File: src/rtl/pipe_pkg.sv
// Shared types for the pipeline control stage: ALUOp codes, forwarding selects, stage bundles.
// Latency: n/a (types and constants only).
// Backpressure: n/a.
package pipe_pkg;

   localparam int PIPE_REG_AW  = 5;
   localparam int PIPE_ALUOP_W = 2;

   // ALUOp encodings produced by the opcode decoder
   typedef enum logic [PIPE_ALUOP_W-1:0] {
      ALUOP_ADD   = 2'b00,   // loads / stores: address add
      ALUOP_SUB   = 2'b01,   // beq compare
      ALUOP_FUNCT = 2'b10    // R-type: ALU decodes funct field
   } alu_op_e;

   // ALU operand source selects
   localparam logic [1:0] FWD_REG   = 2'b00;
   localparam logic [1:0] FWD_EXMEM = 2'b10;
   localparam logic [1:0] FWD_MEMWB = 2'b01;

   localparam logic [PIPE_REG_AW-1:0] REG_ZERO = '0;

   // ID/EX stage register
   typedef struct packed {
      logic [PIPE_REG_AW-1:0]  rs;
      logic [PIPE_REG_AW-1:0]  rt;
      logic [PIPE_REG_AW-1:0]  wreg;
      logic [PIPE_ALUOP_W-1:0] alu_op;
      logic                    alu_src;
      logic                    reg_write;
      logic                    mem_to_reg;
      logic                    mem_write;
   } idex_t;

   // EX/MEM stage register
   typedef struct packed {
      logic [PIPE_REG_AW-1:0] wreg;
      logic                   reg_write;
      logic                   mem_to_reg;
      logic                   mem_write;
   } exmem_t;

   // MEM/WB stage register
   typedef struct packed {
      logic [PIPE_REG_AW-1:0] wreg;
      logic                   reg_write;
      logic                   mem_to_reg;
   } memwb_t;

endpackage

File: src/rtl/hazard_detect.sv
// Load-use and branch-operand hazard detection; produces stall and IF/ID flush.
// Latency: purely combinational (0 cycles).
// Backpressure: stall holds PC and IF/ID; a stall suppresses the flush in the same cycle.
// Ports: ID-stage branch/jump/eq/rs/rt, EX load/write/wreg, MEM load/wreg in; stall_o, flush_o out.
module hazard_detect
   import pipe_pkg::*;
(
   input  logic                   id_is_branch_i,
   input  logic                   id_is_jump_i,
   input  logic                   id_eq_i,
   input  logic [PIPE_REG_AW-1:0] id_rs_i,
   input  logic [PIPE_REG_AW-1:0] id_rt_i,
   input  logic                   ex_mem_read_i,
   input  logic                   ex_reg_write_i,
   input  logic [PIPE_REG_AW-1:0] ex_wreg_i,
   input  logic                   mem_mem_read_i,
   input  logic [PIPE_REG_AW-1:0] mem_wreg_i,
   output logic                   stall_o,
   output logic                   flush_o
);

   logic ex_hit;
   logic mem_hit;
   logic load_use;
   logic br_ex;
   logic br_mem;

   // $0 is hard-wired, so a zero destination never creates a dependency
   assign ex_hit  = (ex_wreg_i != REG_ZERO) &&
                    ((ex_wreg_i == id_rs_i) || (ex_wreg_i == id_rt_i));
   assign mem_hit = (mem_wreg_i != REG_ZERO) &&
                    ((mem_wreg_i == id_rs_i) || (mem_wreg_i == id_rt_i));

   assign load_use = ex_mem_read_i & ex_hit;
   // Branch compares in ID, so it must wait for an ALU result still in EX
   // or for load data that is still in MEM.
   assign br_ex    = id_is_branch_i & ex_reg_write_i & ex_hit;
   assign br_mem   = id_is_branch_i & mem_mem_read_i & mem_hit;

   assign stall_o = load_use | br_ex | br_mem;
   // A stalled branch is re-evaluated next cycle, so it must not flush yet.
   assign flush_o = ~stall_o & ((id_is_branch_i & id_eq_i) | id_is_jump_i);

endmodule

File: src/rtl/pipe_ctrl_stage.sv
// Carries decoded controls through ID/EX, EX/MEM, MEM/WB; drives stall/flush and EX forwarding.
// Latency: ID->EX 1, ID->MEM 2, ID->WB 3 cycles; stall/flush/forward selects combinational.
// Backpressure: only hazard stall (holds PC and IF/ID, injects an ID/EX bubble); later stages always advance.
// Ports: clk_i/rst_i; id_* decoder controls and rs/rt/rd in; pc_write_o, ifid_write_o, ifid_flush_o,
//        fwd_a_o/fwd_b_o, registered ex_*, mem_* and wb_* controls out.
module pipe_ctrl_stage
   import pipe_pkg::*;
#(
   parameter int REG_AW  = PIPE_REG_AW,
   parameter int ALUOP_W = PIPE_ALUOP_W
) (
   input  logic               clk_i,
   input  logic               rst_i,
   input  logic               id_reg_dst_i,
   input  logic [ALUOP_W-1:0] id_alu_op_i,
   input  logic               id_alu_src_i,
   input  logic               id_reg_write_i,
   input  logic               id_mem_to_reg_i,
   input  logic               id_mem_write_i,
   input  logic               id_is_branch_i,
   input  logic               id_is_jump_i,
   input  logic               id_eq_i,
   input  logic [REG_AW-1:0]  id_rs_i,
   input  logic [REG_AW-1:0]  id_rt_i,
   input  logic [REG_AW-1:0]  id_rd_i,
   output logic               pc_write_o,
   output logic               ifid_write_o,
   output logic               ifid_flush_o,
   output logic [ALUOP_W-1:0] ex_alu_op_o,
   output logic               ex_alu_src_o,
   output logic [1:0]         fwd_a_o,
   output logic [1:0]         fwd_b_o,
   output logic               mem_mem_write_o,
   output logic               mem_mem_read_o,
   output logic               wb_reg_write_o,
   output logic               wb_mem_to_reg_o,
   output logic [REG_AW-1:0]  wb_wreg_o
);

   idex_t  idex_d,  idex_q;
   exmem_t exmem_d, exmem_q;
   memwb_t memwb_d, memwb_q;

   logic [REG_AW-1:0] wreg;
   logic              ctrl_xfer;
   logic              reg_write_eff;
   logic              stall;
   logic              flush;

   // ---------------- entry gating ----------------
   assign wreg          = id_reg_dst_i ? id_rd_i : id_rt_i;
   assign ctrl_xfer     = id_is_branch_i | id_is_jump_i;
   assign reg_write_eff = id_reg_write_i & ~ctrl_xfer & (wreg != REG_ZERO);

   hazard_detect u_hazard (
      .id_is_branch_i (id_is_branch_i),
      .id_is_jump_i   (id_is_jump_i),
      .id_eq_i        (id_eq_i),
      .id_rs_i        (id_rs_i),
      .id_rt_i        (id_rt_i),
      .ex_mem_read_i  (idex_q.mem_to_reg),
      .ex_reg_write_i (idex_q.reg_write),
      .ex_wreg_i      (idex_q.wreg),
      .mem_mem_read_i (exmem_q.mem_to_reg),
      .mem_wreg_i     (exmem_q.wreg),
      .stall_o        (stall),
      .flush_o        (flush)
   );

   // ---------------- next-state ----------------
   always_comb begin
      idex_d = '0;  // a stall loads a bubble
      if (!stall) begin
         idex_d.rs         = id_rs_i;
         idex_d.rt         = id_rt_i;
         idex_d.alu_op     = id_alu_op_i;
         idex_d.alu_src    = id_alu_src_i;
         idex_d.reg_write  = reg_write_eff;
         // Branches/jumps finish in ID: they travel on as no-write, no-mem slots
         idex_d.mem_to_reg = id_mem_to_reg_i & ~ctrl_xfer;
         idex_d.mem_write  = id_mem_write_i & ~ctrl_xfer;
         idex_d.wreg       = ctrl_xfer ? REG_ZERO : wreg;
      end

      exmem_d            = '0;
      exmem_d.wreg       = idex_q.wreg;
      exmem_d.reg_write  = idex_q.reg_write;
      exmem_d.mem_to_reg = idex_q.mem_to_reg;
      exmem_d.mem_write  = idex_q.mem_write;

      memwb_d            = '0;
      memwb_d.wreg       = exmem_q.wreg;
      memwb_d.reg_write  = exmem_q.reg_write;
      memwb_d.mem_to_reg = exmem_q.mem_to_reg;
   end

   always_ff @(posedge clk_i) begin
      if (rst_i) begin
         idex_q  <= '0;
         exmem_q <= '0;
         memwb_q <= '0;
      end else begin
         idex_q  <= idex_d;
         exmem_q <= exmem_d;
         memwb_q <= memwb_d;
      end
   end

   // ---------------- forwarding ----------------
   // EX/MEM is checked first because it holds the younger (newer) value.
   always_comb begin
      fwd_a_o = FWD_REG;
      fwd_b_o = FWD_REG;
      if (!rst_i) begin
         if (exmem_q.reg_write && (exmem_q.wreg != REG_ZERO) && (exmem_q.wreg == idex_q.rs))
            fwd_a_o = FWD_EXMEM;
         else if (memwb_q.reg_write && (memwb_q.wreg != REG_ZERO) && (memwb_q.wreg == idex_q.rs))
            fwd_a_o = FWD_MEMWB;

         if (exmem_q.reg_write && (exmem_q.wreg != REG_ZERO) && (exmem_q.wreg == idex_q.rt))
            fwd_b_o = FWD_EXMEM;
         else if (memwb_q.reg_write && (memwb_q.wreg != REG_ZERO) && (memwb_q.wreg == idex_q.rt))
            fwd_b_o = FWD_MEMWB;
      end
   end

   // ---------------- outputs ----------------
   // Reset overrides any hazard computed from stage contents about to be cleared.
   assign pc_write_o      = rst_i | ~stall;
   assign ifid_write_o    = rst_i | ~stall;
   assign ifid_flush_o    = ~rst_i & flush;

   assign ex_alu_op_o     = idex_q.alu_op;
   assign ex_alu_src_o    = idex_q.alu_src;
   assign mem_mem_write_o = exmem_q.mem_write;
   assign mem_mem_read_o  = exmem_q.mem_to_reg;
   assign wb_reg_write_o  = memwb_q.reg_write;
   assign wb_mem_to_reg_o = memwb_q.mem_to_reg;
   assign wb_wreg_o       = memwb_q.wreg;

endmodule

File: config.mk
export PLATFORM = sky130hd
export DESIGN_NAME = pipe_ctrl_stage
export DESIGN_NICKNAME = d
export VERILOG_FILES = /design/src/rtl/pipe_pkg.sv /design/src/rtl/hazard_detect.sv /design/src/rtl/pipe_ctrl_stage.sv
export SDC_FILE = /design/constraint.sdc
export NUM_CORES = 1
export LEC_CHECK = 0
export BUFFER_PORTS_ARGS = -buffer_cell sky130_fd_sc_hd__buf_2
export CAP_MARGIN = 20
export CELL_PAD_IN_SITES_DETAIL_PLACEMENT = 0
export CELL_PAD_IN_SITES_GLOBAL_PLACEMENT = 2
export CORE_UTILIZATION = 32
export CTS_BUF_LIST = sky130_fd_sc_hd__clkbuf_4 sky130_fd_sc_hd__clkbuf_8 sky130_fd_sc_hd__clkbuf_16
export CTS_CLUSTER_SIZE = 16
export DETAILED_ROUTE_END_ITERATION = 8
export PLACE_DENSITY_LB_ADDON = 0.1
export SETUP_SLACK_MARGIN = 0.2
export SLEW_MARGIN = 20
export SYNTH_ARGS = -nofsm -noshare
export SYNTH_HDL_FRONTEND = slang
export SYNTH_SLANG_ARGS = --single-unit
export TNS_END_PERCENT = 5
File: constraint.sdc
create_clock -name clk_i -period 2.4 [get_ports clk_i]
set_input_delay 0.48 -clock clk_i [delete_from_list [all_inputs] [get_ports clk_i]]
set_output_delay 0.48 -clock clk_i [all_outputs]
set_load 0.02 [all_outputs]
# Yosys cells after proc, flatten, opt, wreduce, memory -nomap -nowiden
# Cells that the tools add are included.
# totals
reg_bits	36
inputBits	27
out_inout_bits	19
wordCells	66
# classes
bitwise	20
mux	7
n_eq_ne	8
reduce_logical	16
# op_table
op	n
equality test 5 bit	8
nonzero test 5 bit	4
AND 1 bit	12
logical AND 1 bit	8
two-way mux 2 bit	4
two-way mux 5 bit	1
bitwise OR 1 bit	5
inverter 1 bit	3
OR reduction 3 bit	1
logical OR 1 bit	2
two-way mux 1 bit	2
OR reduction 2 bit	1

# Logic depth before layout (Yosys ltp)
# depth
word_depth	9
depth_mapped	7
mapped_depth_nobuf	5

# Hierarchy
# From an unflattened synthesis, not the netlist that was laid out.
# unflattened
hier_cells	171
area_unflattened_um2	1651.6
# modules_own_cells
mod	area_per_inst_um2	seq_area_each_um2	n_inst	cells_per_inst
pipe_ctrl_stage	1363.8	720.7	1	132
hazard_detect	287.8	0.0	1	39

# Worst setup path before layout
# OpenSTA, ideal clock, no wires.
# synth_path
path_kind	input-to-output
from	input rst_i
to	output fwd_a_o[0]
path_stages	5
arrival_ps	1971
path_buffers	1
required_time_ps	1920
path_slack_ps	-51
path_cell_list	clkbuf_1 nor2b_1 o21ai_0 or4_1 nor4_1
# synth_via
elab_chain_len	1
# synth_rtl
item	line	source
start: declaration	pipe_ctrl_stage.sv:13	input logic rst_i,
two-way mux 2 bit	pipe_ctrl_stage.sv:114	if (!rst_i) begin
end: declaration	pipe_ctrl_stage.sv:31	output logic [1:0] fwd_a_o,
# No other way between the ends.

# Worst setup path after layout
# layout_path
from	register exmem_q[3] in the netlist's numbering
to	output fwd_a_o[0]
# layout_via
elab_chain_len	5
word_cells_on_any_way	6
classes_between	eq/ne: 1; mux: 2; reduce/logical: 3
# layout_rtl
item	line	source
start: declaration	pipe_ctrl_stage.sv:41	exmem_t exmem_d, exmem_q;
start signal: assignment	pipe_ctrl_stage.sv:104	exmem_q <= exmem_d;
nonzero test 5 bit	pipe_ctrl_stage.sv:115	if (exmem_q.reg_write && (exmem_q.wreg != REG_ZERO) && (exmem_q.wreg == idex_q.rs))
logical AND 1 bit	pipe_ctrl_stage.sv:115	
logical AND 1 bit (*)	pipe_ctrl_stage.sv:115	
two-way mux 2 bit (*)	pipe_ctrl_stage.sv:115	
two-way mux 2 bit (*)	pipe_ctrl_stage.sv:114	
# Mark *: on every way between the ends. The rest lies on a longest branch, timed or not.

==> results.ini <==
[worst_hold_path]
holdPathEnd = exmem_d[1]$_SDFF_PP0_
holdCritPathClass = input port to flop
hold_path_startpoint = id_mem_to_reg_i
hold_depth = 3

[sta]
finalCriticalPeriod_ps = 2363
rsz0062_at_grt = yes
slew_headroom_pct = 57.46
max_freq_mhz = 423.1
tns_ps = 0
finalWorstSetupSlack_ps = 36.66
setup_violations = 0
post-route-period-util_pct = 98.47
slew_viol_final = 0
tightest_slew_ps = 630.1
finClkSkew_ps = 3.719
hold_viol = 0

[drt]
dr_total_vias = 1337
first_iter_violations = 23
drt-total-wl_um = 4195
drt_first_pass_iters = 4
drcViolationCount = 0
ant_nets = 0
viasPerCell = 4.563
routedWlPerCell_um = 14.32

[logic_synthesis]
synth.distinct_cells = 30
netlist.top_cell.by_area = dfxtp_1
synth_seq_cells = 36
synth_simple_gate_area_share_pct = 28.70
syn_inst = 176
syn_avg_cell_area_um2 = 10.33
syn_area_um2 = 1818
synth_compound_area_share_pct = 4.198
synth_top_family_by_area = simple AND/OR/NAND/NOR gates
muxShareOfSynthArea_pct = 2.753
yosysWarnings = 0
synthAdderAreaFrac_pct = 0
synthXorXnorAreaFrac_pct = 19.27
ys_seq_area_share_pct = 39.64
synth_nets = 203
synth_top_area_share_pct = 39.64
synth_area_leaders = dfxtp_1 40%, xor2_1 14%, nor3b_2 7.6%

[setup_path]
critPathKind = flop to primary output
cp_slowest_cell = or4_4
arrival_ps = 1880
cp_max_fo = 3
timing.rr.start = exmem_q[3]$_SDFF_PP0_
r2r_slack_ps = 620
slowest_delay_ps = 580
endpoint_kind = primary output
reg2reg_to = ex_alu_src_o$_SDFF_PP0_
startpoint_type = flop
cp_cell_sequence = or4_4, o21ai_4, nor3_2, nor4_4, buf_4
reg2reg_depth = 6
critPathRequiredTime_ps = 1920

[power_and_ir_drop]
combPwrFrac_pct = 13.3
total_power_mw = 1.254
pwr-share-clk_pct = 36.3
power_density_nw_per_um2 = 539.8
p_leak_nw = 1.022
intPower_mw = 0.9480
switching_share_pct = 24.42
seqPwrFrac_pct = 50.4
netSwitchingPower_mw = 0.3063
peakVddDrop_mv = 0.2370

[floorplan]
core_area_um2 = 5507
core.rowCount = 27
die-area_um2 = 5987
die_h_um = 77.38
die_w_um = 77.38
start_util_pct = 33.02
pin_count = 46

[clock_tree]
cts_hold_buffers = 0
clk_pin_slew_worst_paths_ps = 70
ctsRootBufferMaster = clkbuf_8
htree_levels = 2
clkSinkCount = 36
cts_tree = built
cts_buffers = 5
worstSkewPairLatency_ps = 280
clockBufferDepth = 2

[grt]
grt_max_degree = 36
antenna_found_initial = 0
grt_pass1_vias = 1371
grtUsageTotal_pct = 15.16
overflow = 0
grt_pass1_wl_um = 6962

[finish]
nFillCells = 556
final_cell_area_um2 = 2323
drive_gt1_share_pct = 45.25
register_area_um2 = 726.9
nets = 248
multiInputGateArea_um2 = 1100
n_antenna_cell = 0
final_common_cell = buf_2
final_cell_mix = 41 x buf_2, 33 x dfxtp_1, 30 x xor2_1
fin_cells = 293
area_growth_pct = 27.80

[place]
dp_hpwl_um = 3113
port_buffers = 45
dpl-instance-area_um2 = 2116
placed_cells = 283
place_ws_ps = -8.157
gp_congestion = 0.7393

[flow_run]
drv_cap = 0

[run_status]
outcome = complete, no violations

==> area by class of cell <==
class                      instances  area share [%]
clock buffer                       7           4.146
tap                               72           3.877
multi-input combinational        124           47.33
timing repair buffer              54           13.35
sequential                        36           31.29
==> worst max-delay path: cells and delay by family (launching register included) <==
kind / cells / cell delay (ps)
compound gates: 1 / 200
flops: 1 / 310
buf+inv: 1 / 170
simple gates: 3 / 930
==> cells by family (layout without fill, tap and decap cells) <==
kind of cell | Yosys count | in the layout
buffers and inverters | 16 | 61
multiplexers | 5 | 5
XOR/XNOR | 40 | 40
flip-flops | 36 | 36
AND/OR/NAND/NOR | 70 | 70
AO/OA/AOI/OAI | 9 | 9
==> worst max path at each step <==
stage                                startpoint  slack, ps            to
final                     exmem_q[3]$_SDFF_PP0_         40    fwd_a_o[0]
after global routing      exmem_d[7]$_SDFF_PP0_        -50    pc_write_o
after CTS                 exmem_q[5]$_SDFF_PP0_        -40  ifid_flush_o
after detailed placement             id_rt_i[4]         -8    pc_write_o
after global placement               id_rt_i[4]         10  ifid_write_o
after floorplan                           rst_i        160    fwd_b_o[0]
==> per-layer routing <==
layer	part of all wire, %	GRT usage, %	vias up
li1	-	-	683
met1	46	18.65	619
met2	49	25.66	31
met3	4.3	3.647	4
met4	1.0	5.283	0
met5	0	0	-
==> flip-flops by register name, summed over array words and instances (netlist names) <==
register	flops
exmem_q	6
wb_reg_write_o	1
ex_alu_src_o	1
mem_mem_write_o	1
ex_alu_op_o	2
wb_wreg_o	5
wb_mem_to_reg_o	1
mem_mem_read_o	1
idex_q	10
exmem_d	8
==> metrics by stage <==
step,hold slack (ps),util (%)
global placement,420.7,38.42
CTS,420.0,41.31
global route,437.0,42.20
detailed placement,445.0,38.42
finish,429.6,42.20
floorplan,413.8,-
==> cell usage after synthesis <==
library cell  count
dfxtp_1          36
xor2_1           30
nor2b_1          16
nor3b_2          11
xnor2_1          10
nor3_2            9
nor2_1            6
nor3_1            6
clkbuf_1          5
mux2i_1           5
nor4_1            5
or4_1             5
buf_2             4
nand2_1           4
buf_4             3
buf_6             3
a21oi_1           2
a22oi_1           2
nand3_1           2
nor3b_1           2
buf_1             1
nand3b_1          1
o211ai_2          1
o21ai_0           1
o21ai_2           1
o311ai_0          1
o32ai_2           1
or2b_1            1
or3_1             1
or4_4             1
==> power by group through the flow <==
stage	Sequential, mW	Clock, mW	Combinational [mW]
floorplan	0.645	0	0.100
global placement	0.647	0	0.153
detailed placement	0.647	0	0.154
CTS	0.632	0.470	0.160
global route	0.635	0.495	0.185
finish	0.632	0.455	0.167
==> what timing repair did <==
| item | CTS | global route |
|---|---|---|
| resized for setup | 11 | 11 |
| endpoints found under the setup margin | 7 | 7 |
| pin swaps | 4 | 4 |
| buffers inserted | 3 | 0 |
| hold endpoints to repair | 0 | 0 |
No activity file was read; power rests on OpenSTA's default activity.
